## src/rtl/clock_divider_multi_if.sv

```systemverilog
// Ratio-write bus for clock_divider_multi: write strobe, channel select, new ratio
// and the registered reject pulse returned by the divider.
interface clock_divider_multi_if #(
  parameter int NUM_CH = 2,
  parameter int DIV_W  = 16
);
  localparam int SEL_W = (NUM_CH > 1) ? $clog2(NUM_CH) : 1;

  logic             div_wr;
  logic [SEL_W-1:0] div_sel;
  logic [DIV_W-1:0] div_val;
  logic             div_err;

  modport master (output div_wr, div_sel, div_val, input div_err);
  modport slave  (input div_wr, div_sel, div_val, output div_err);
endinterface

```

## src/rtl/clock_divider_multi.sv

```systemverilog
// Multi-channel programmable clock divider with shadowed, period-aligned ratio updates.
// Optional macro TICK_OUT_EN adds a registered one-cycle wrap pulse per channel on tick.
module clock_divider_multi #(
  parameter int NUM_CH    = 2,
  parameter int DIV_W     = 16,
  parameter int RESET_DIV = 10
) (
  input  logic                 clock_1M,
  input  logic                 reset,
  input  logic [NUM_CH-1:0]    enable,
  clock_divider_multi_if.slave bus,
  output logic [NUM_CH-1:0]    clock_out,
  output logic [NUM_CH-1:0]    pending,
  output logic [NUM_CH-1:0]    tick
);
  localparam int               SEL_W = (NUM_CH > 1) ? $clog2(NUM_CH) : 1;
  localparam logic [DIV_W-1:0] RST_N = DIV_W'(RESET_DIV);

  logic sel_ok;
  logic val_ok;
  logic wr_ok;

  assign sel_ok = (32'(bus.div_sel) < 32'(NUM_CH));
  assign val_ok = (bus.div_val >= DIV_W'(2));
  assign wr_ok  = bus.div_wr & sel_ok & val_ok;

  always_ff @(posedge clock_1M or negedge reset) begin
    if (!reset) begin
      bus.div_err <= 1'b0;
    end else begin
      bus.div_err <= bus.div_wr & ~(sel_ok & val_ok);
    end
  end

  for (genvar i = 0; i < NUM_CH; i++) begin : g_ch
    logic [DIV_W-1:0] cnt_q;
    logic [DIV_W-1:0] cnt_d;
    logic [DIV_W-1:0] n_q;
    logic [DIV_W-1:0] n_d;
    logic [DIV_W-1:0] shadow_q;
    logic             pend_q;
    logic             clk_q;
    logic             wrap;
    logic             wr_hit;
    logic             apply;

    assign wr_hit = wr_ok && (bus.div_sel == SEL_W'(i));
    assign wrap   = enable[i] && (cnt_q == n_q - DIV_W'(1));
    // A disabled channel has no period in flight, so the shadow may land at once.
    assign apply  = pend_q && (wrap || !enable[i]);

    always_comb begin
      cnt_d = '0;
      n_d   = n_q;
      if (enable[i] && !wrap) begin
        cnt_d = cnt_q + DIV_W'(1);
      end
      if (apply) begin
        n_d = shadow_q;
      end
    end

    // clock_out is computed from the next count so the register tracks cnt cycle-for-cycle.
    always_ff @(posedge clock_1M or negedge reset) begin
      if (!reset) begin
        cnt_q    <= '0;
        n_q      <= RST_N;
        shadow_q <= RST_N;
        pend_q   <= 1'b0;
        clk_q    <= 1'b0;
      end else begin
        cnt_q <= cnt_d;
        n_q   <= n_d;
        clk_q <= (cnt_d >= (n_d >> 1));
        if (wr_hit) begin
          shadow_q <= bus.div_val;
          pend_q   <= 1'b1;
        end else if (apply) begin
          pend_q <= 1'b0;
        end
      end
    end

    assign clock_out[i] = clk_q;
    assign pending[i]   = pend_q;

`ifdef TICK_OUT_EN
    logic tick_q;

    always_ff @(posedge clock_1M or negedge reset) begin
      if (!reset) begin
        tick_q <= 1'b0;
      end else begin
        tick_q <= wrap;
      end
    end

    assign tick[i] = tick_q;
`else
    assign tick[i] = 1'b0;
`endif
  end
endmodule
```

## src/flat_wrapper.sv

```systemverilog
// flat-port wrapper written by rule: the top's interface ports become plain ports
module clock_divider_multi_flat 
#(
  parameter int NUM_CH    = 2,
  parameter int DIV_W     = 16,
  parameter int RESET_DIV = 10
)
  (clock_1M, reset, enable, clock_out, pending, tick, bus_div_wr, bus_div_sel, bus_div_val, bus_div_err);
  clock_divider_multi_if #(.NUM_CH(NUM_CH), .DIV_W(DIV_W)) bus_i ();
  input  logic clock_1M;
  input  logic reset;
  input  logic [NUM_CH-1:0] enable;
  output logic [NUM_CH-1:0] clock_out;
  output logic [NUM_CH-1:0] pending;
  output logic [NUM_CH-1:0] tick;
  input wire logic [$bits(bus_i.div_wr)-1:0] bus_div_wr;
  input wire logic [$bits(bus_i.div_sel)-1:0] bus_div_sel;
  input wire logic [$bits(bus_i.div_val)-1:0] bus_div_val;
  output wire logic [$bits(bus_i.div_err)-1:0] bus_div_err;
  assign bus_i.div_wr = bus_div_wr;
  assign bus_i.div_sel = bus_div_sel;
  assign bus_i.div_val = bus_div_val;
  assign bus_div_err = bus_i.div_err;
  clock_divider_multi #(.NUM_CH(NUM_CH), .DIV_W(DIV_W), .RESET_DIV(RESET_DIV)) u_core (.clock_1M(clock_1M), .reset(reset), .enable(enable), .bus(bus_i), .clock_out(clock_out), .pending(pending), .tick(tick));
endmodule
```

## config.mk

```make
export PLATFORM = sky130hd
export DESIGN_NAME = clock_divider_multi_flat
export DESIGN_NICKNAME = d
export VERILOG_FILES = /design/src/rtl/clock_divider_multi_if.sv /design/src/rtl/clock_divider_multi.sv /design/src/flat_wrapper.sv
export SDC_FILE = /design/constraint.sdc
export NUM_CORES = 1
export LEC_CHECK = 0
export ABC_AREA = 1
export BUFFER_PORTS_ARGS = -buffer_cell sky130_fd_sc_hd__buf_2
export CAP_MARGIN = 20
export CORE_AREA = 2 2 107 109
export DETAILED_ROUTE_END_ITERATION = 16
export DIE_AREA = 0 0 109 111
export PLACE_DENSITY = 0.91
export SETUP_SLACK_MARGIN = 0.02
export SYNTH_ARGS = -nofsm -noshare
export SYNTH_HDL_FRONTEND = slang
export SYNTH_SLANG_ARGS = --single-unit
```

## constraint.sdc

```tcl
create_clock -name clock_1M -period 3.95 [get_ports clock_1M]
set_clock_uncertainty 0.2 [all_clocks]
set_input_delay 0.5925 -clock clock_1M [delete_from_list [all_inputs] [get_ports clock_1M]]
set_output_delay 0.5925 -clock clock_1M [all_outputs]
set_load 0.01 [all_outputs]
```

==> flow_summary_export.csv <==
group,metric,value,unit
floorplanning,coreArea,11080,um^2
worst_setup_path,rr_startpoint,"u_core.g_ch[0].n_q[1]$_DFF_PN1_",
place,io_buffers,26,
global_routing,antenna_found_initial,0,
timing,finalCritPeriodShare,0.9347,
power_and_ir_drop,cellLeakagePower,4.038,nW
synthesis,synth_area_leaders,"dfrtp_1 34%, nand2_1 17%, inv_1 8.0%",
timing,setup_viol,0,
global_routing,grt_max_degree,70,
timing,rsz0062_at_grt,"yes",
floorplanning,dieArea,12100,um^2
worst_setup_path,crit_top_cell,"nand2_1",
synthesis,yosysMostFrequentCell,"nand2_1",
timing,hold_violations,0,
worst_setup_path,critPathKind,"flop to flop",
timing,timing.fmax,0.2709,GHz
run,cap_violations,0,
clocking,root_buffer,"clkbuf_16",
final_layout,diodes,0,
worst_setup_path,critPathMaxStageDelay,0.57,ns
worst_setup_path,reg2reg_depth,28,
worst_setup_path,cp.required,4.00,ns
routing,vias_per_cell,5.562,
power_and_ir_drop,peakVddDrop,0.3416,mV
routing,drt_iter0_drc,587,
floorplanning,die_w,109,um
clocking,clk_pin_slew,0.07,ns
worst_setup_path,critPathMaxFanout,11,
clocking,h-tree-depth,3,
floorplanning,die_h,111,um
worst_setup_path,arrival,3.74,ns
worst_setup_path,r2r_end,"u_core.g_ch[0].clk_q$_DFF_PN0_",
worst_setup_path,r2r_slack,0.26,ns
synthesis,ys_seq_area_frac,0.3733,
worst_hold_path,hp-class,"input port to asynchronous set/reset pin",
worst_setup_path,crit_end,"u_core.g_ch[0].clk_q$_DFF_PN0_",
worst_setup_path,cp-end-kind,"flop",
routing,num_vias,6335,
synthesis,async_flop_share,1.000,
place,dp_cells,1117,
final_layout,fillers,844,
global_routing,grt_pass1_vias,5998,
clocking,cts.sinks,101,
worst_setup_path,cp-start-kind,"flop",
power_and_ir_drop,p_total,0.003192,W
synthesis,synth_top_area_frac,0.3424,
synthesis,synthFlopType,"dfrtp_1",
routing,routedWlPerCell,15.04,um
synthesis,synth_edf_count,0,
synthesis,synth_top_area_cell,"dfrtp_1",
global_routing,grt_usage,0.3025,
timing,worstMarginPinSlew,0.9805,ns
final_layout,synthToLayoutAreaGrowth,8.984,%
clocking,clk_latency,0.37,ns
final_layout,stdcell_count,1139,
place,globalplace.congestion,0.9839,
power_and_ir_drop,p_per_area,431.0,nW/um^2
timing,fin_crit,3.692,ns
timing,fin_ws,0.2581,ns
place,place_area,6978,um^2
final_layout,finalNetCount,1047,
place,dp_hpwl,11770,um
timing,slew_headroom,0.3445,
synthesis,ys_ff_latch,101,
clocking,cts_tree,"done",
routing,dr.pass1.iters,5,
floorplanning,boundaryPins,29,
final_layout,stdcell_area,7407,um^2
floorplanning,start_util,0.6136,
clocking,ctsHoldBuffers,0,
worst_setup_path,slowest_stage,"dfstp_2",
timing,hold-worst-slack,0.1455,ns
synthesis,syn_area,6797,um^2
place,preCtsSetupSlack,0.2173,ns
synthesis,ys_types,32,
routing,ant_nets,0,
clocking,numCtsBuffers,9,
synthesis,post_synth.cell_area_avg,7.000,um^2
floorplanning,rows,39,
global_routing,overflow,0,
worst_setup_path,cp-startpoint,"u_core.g_ch[0].n_q[1]$_DFF_PN1_",
routing,drc,0,
status,status,"completed",
global_routing,grt_pass1_wl,28860,um
final_layout,post_route_cells_drive_above_1_share,0.08735,
routing,routed_wirelength,17130,um
synthesis,synthTopCellsByCount,"315 x nand2_1, 145 x inv_1, 100 x nand3_1",
synthesis,postSynthCellCount,971,
timing,drv_slew,0,
clocking,clockBufferDepth,2,
synthesis,synth_warnings,0,
worst min path at each step:
stage / slack [ns] / endpoint / start / cells past startpoint
finish: 0.15 / u_core.g_ch[1].cnt_q[5]$_DFF_PN0_ / reset / 1
global route: 0.22 / u_core.g_ch[1].cnt_q[5]$_DFF_PN0_ / reset / 1
CTS: 0.19 / u_core.g_ch[1].cnt_q[9]$_DFF_PN0_ / reset / 1
detailed placement: 0.29 / u_core.g_ch[1].shadow_q[1]$_DFFE_PN1P_ / u_core.g_ch[1].shadow_q[1]$_DFFE_PN1P_ / 2
global placement: 0.28 / u_core.g_ch[1].shadow_q[0]$_DFFE_PN0P_ / u_core.g_ch[1].shadow_q[0]$_DFFE_PN0P_ / 2
floorplan: 0.1 / u_core.bus.div_err$_DFF_PN0_ / reset / 0
worst max-delay path, delay by kind of cell, from the launching register on:
kind                       cells  cell delay, ns
buffers and inverters          3            0.27
xor gates and xnor gates       1            0.08
DFF                            1            0.57
and+or+nand+nor               22            1.93
adders and majority gates      2            0.57
registers in the layout, summed over array words and instances (netlist names):
register / cells
u_core.g_ch.cnt_q: 32
u_core.g_ch.n_q: 32
u_core.g_ch.shadow_q: 32
u_core.g_ch.clk_q: 2
u_core.g_ch.pend_q: 2
u_core.bus.div_err: 1
layout by cell type (no fill, tap or decap), drive strengths merged:
cell and count:
nand2 322, inv 147, nand3 101, dfrtp 93, nor2 88, buf 40
o21ai 37, ha 34, nor3 23, xor2 22, xnor2 15, a21oi 14
nand3b 11, clkbuf 11, nand4 8, dfstp 8, nor4 5, clkinv 5
and2 2, a211oi 2, xnor3 2, conb 2, o21bai 1, a31oi 1
or2 1, and3 1
cells by family (layout without fill, tap and decap cells):
family / after synthesis / in the layout / synth area share
simple gates: 562 / 562 / 0.3548
buf+inv: 179 / 203 / 0.1127
flops: 101 / 101 / 0.3733
compound gates: 55 / 55 / 0.04179
xor+xnor: 39 / 39 / 0.05431
fa+ha+maj: 34 / 34 / 0.06259
other cells: 1 / 2 / 0.0005518
area by class of cell:
class                   instances  area [um^2]  area share
multi-input cells             692         3526      0.4760
clock inverters                 7        83.83     0.01132
flip-flops and latches        101         2537      0.3426
well taps                     143        178.9     0.02416
clock buffers                   9        225.2     0.03041
inverters                     145        544.3     0.07348
repair buffers                 42        311.5     0.04206
through the flow:
step,setup TNS [ns],utilization
after detailed placement,0,0.6300
after global routing,-0.03605,0.6687
after global placement,0,0.6300
after floorplan,0,-
after CTS,0,0.6579
final,0,0.6687
report_power, final:
part           internal, W  switching (W)
logic             0.000355       0.000609
clock network     0.000450       0.000448
registers          0.00116       0.000172
total              0.00196        0.00123
metal layers:
layer  vias to the layer above  routed length [um]  global-route usage  share of wire
met4                         0                 480              0.1171          0.028
met3                        49                1311             0.04821          0.077
met1                      2930                7207              0.4261           0.42
met2                       289                8134              0.4675           0.47
li1                       3067                   -                   -              -
met5                         -                   0                   0              0
timing repair:
item / in CTS / in global routing
resized for setup: 0 / 10
setup buffers: 0 / 3
setup endpoints to repair: 0 / 2
Power figures use the tool's default switching activity.
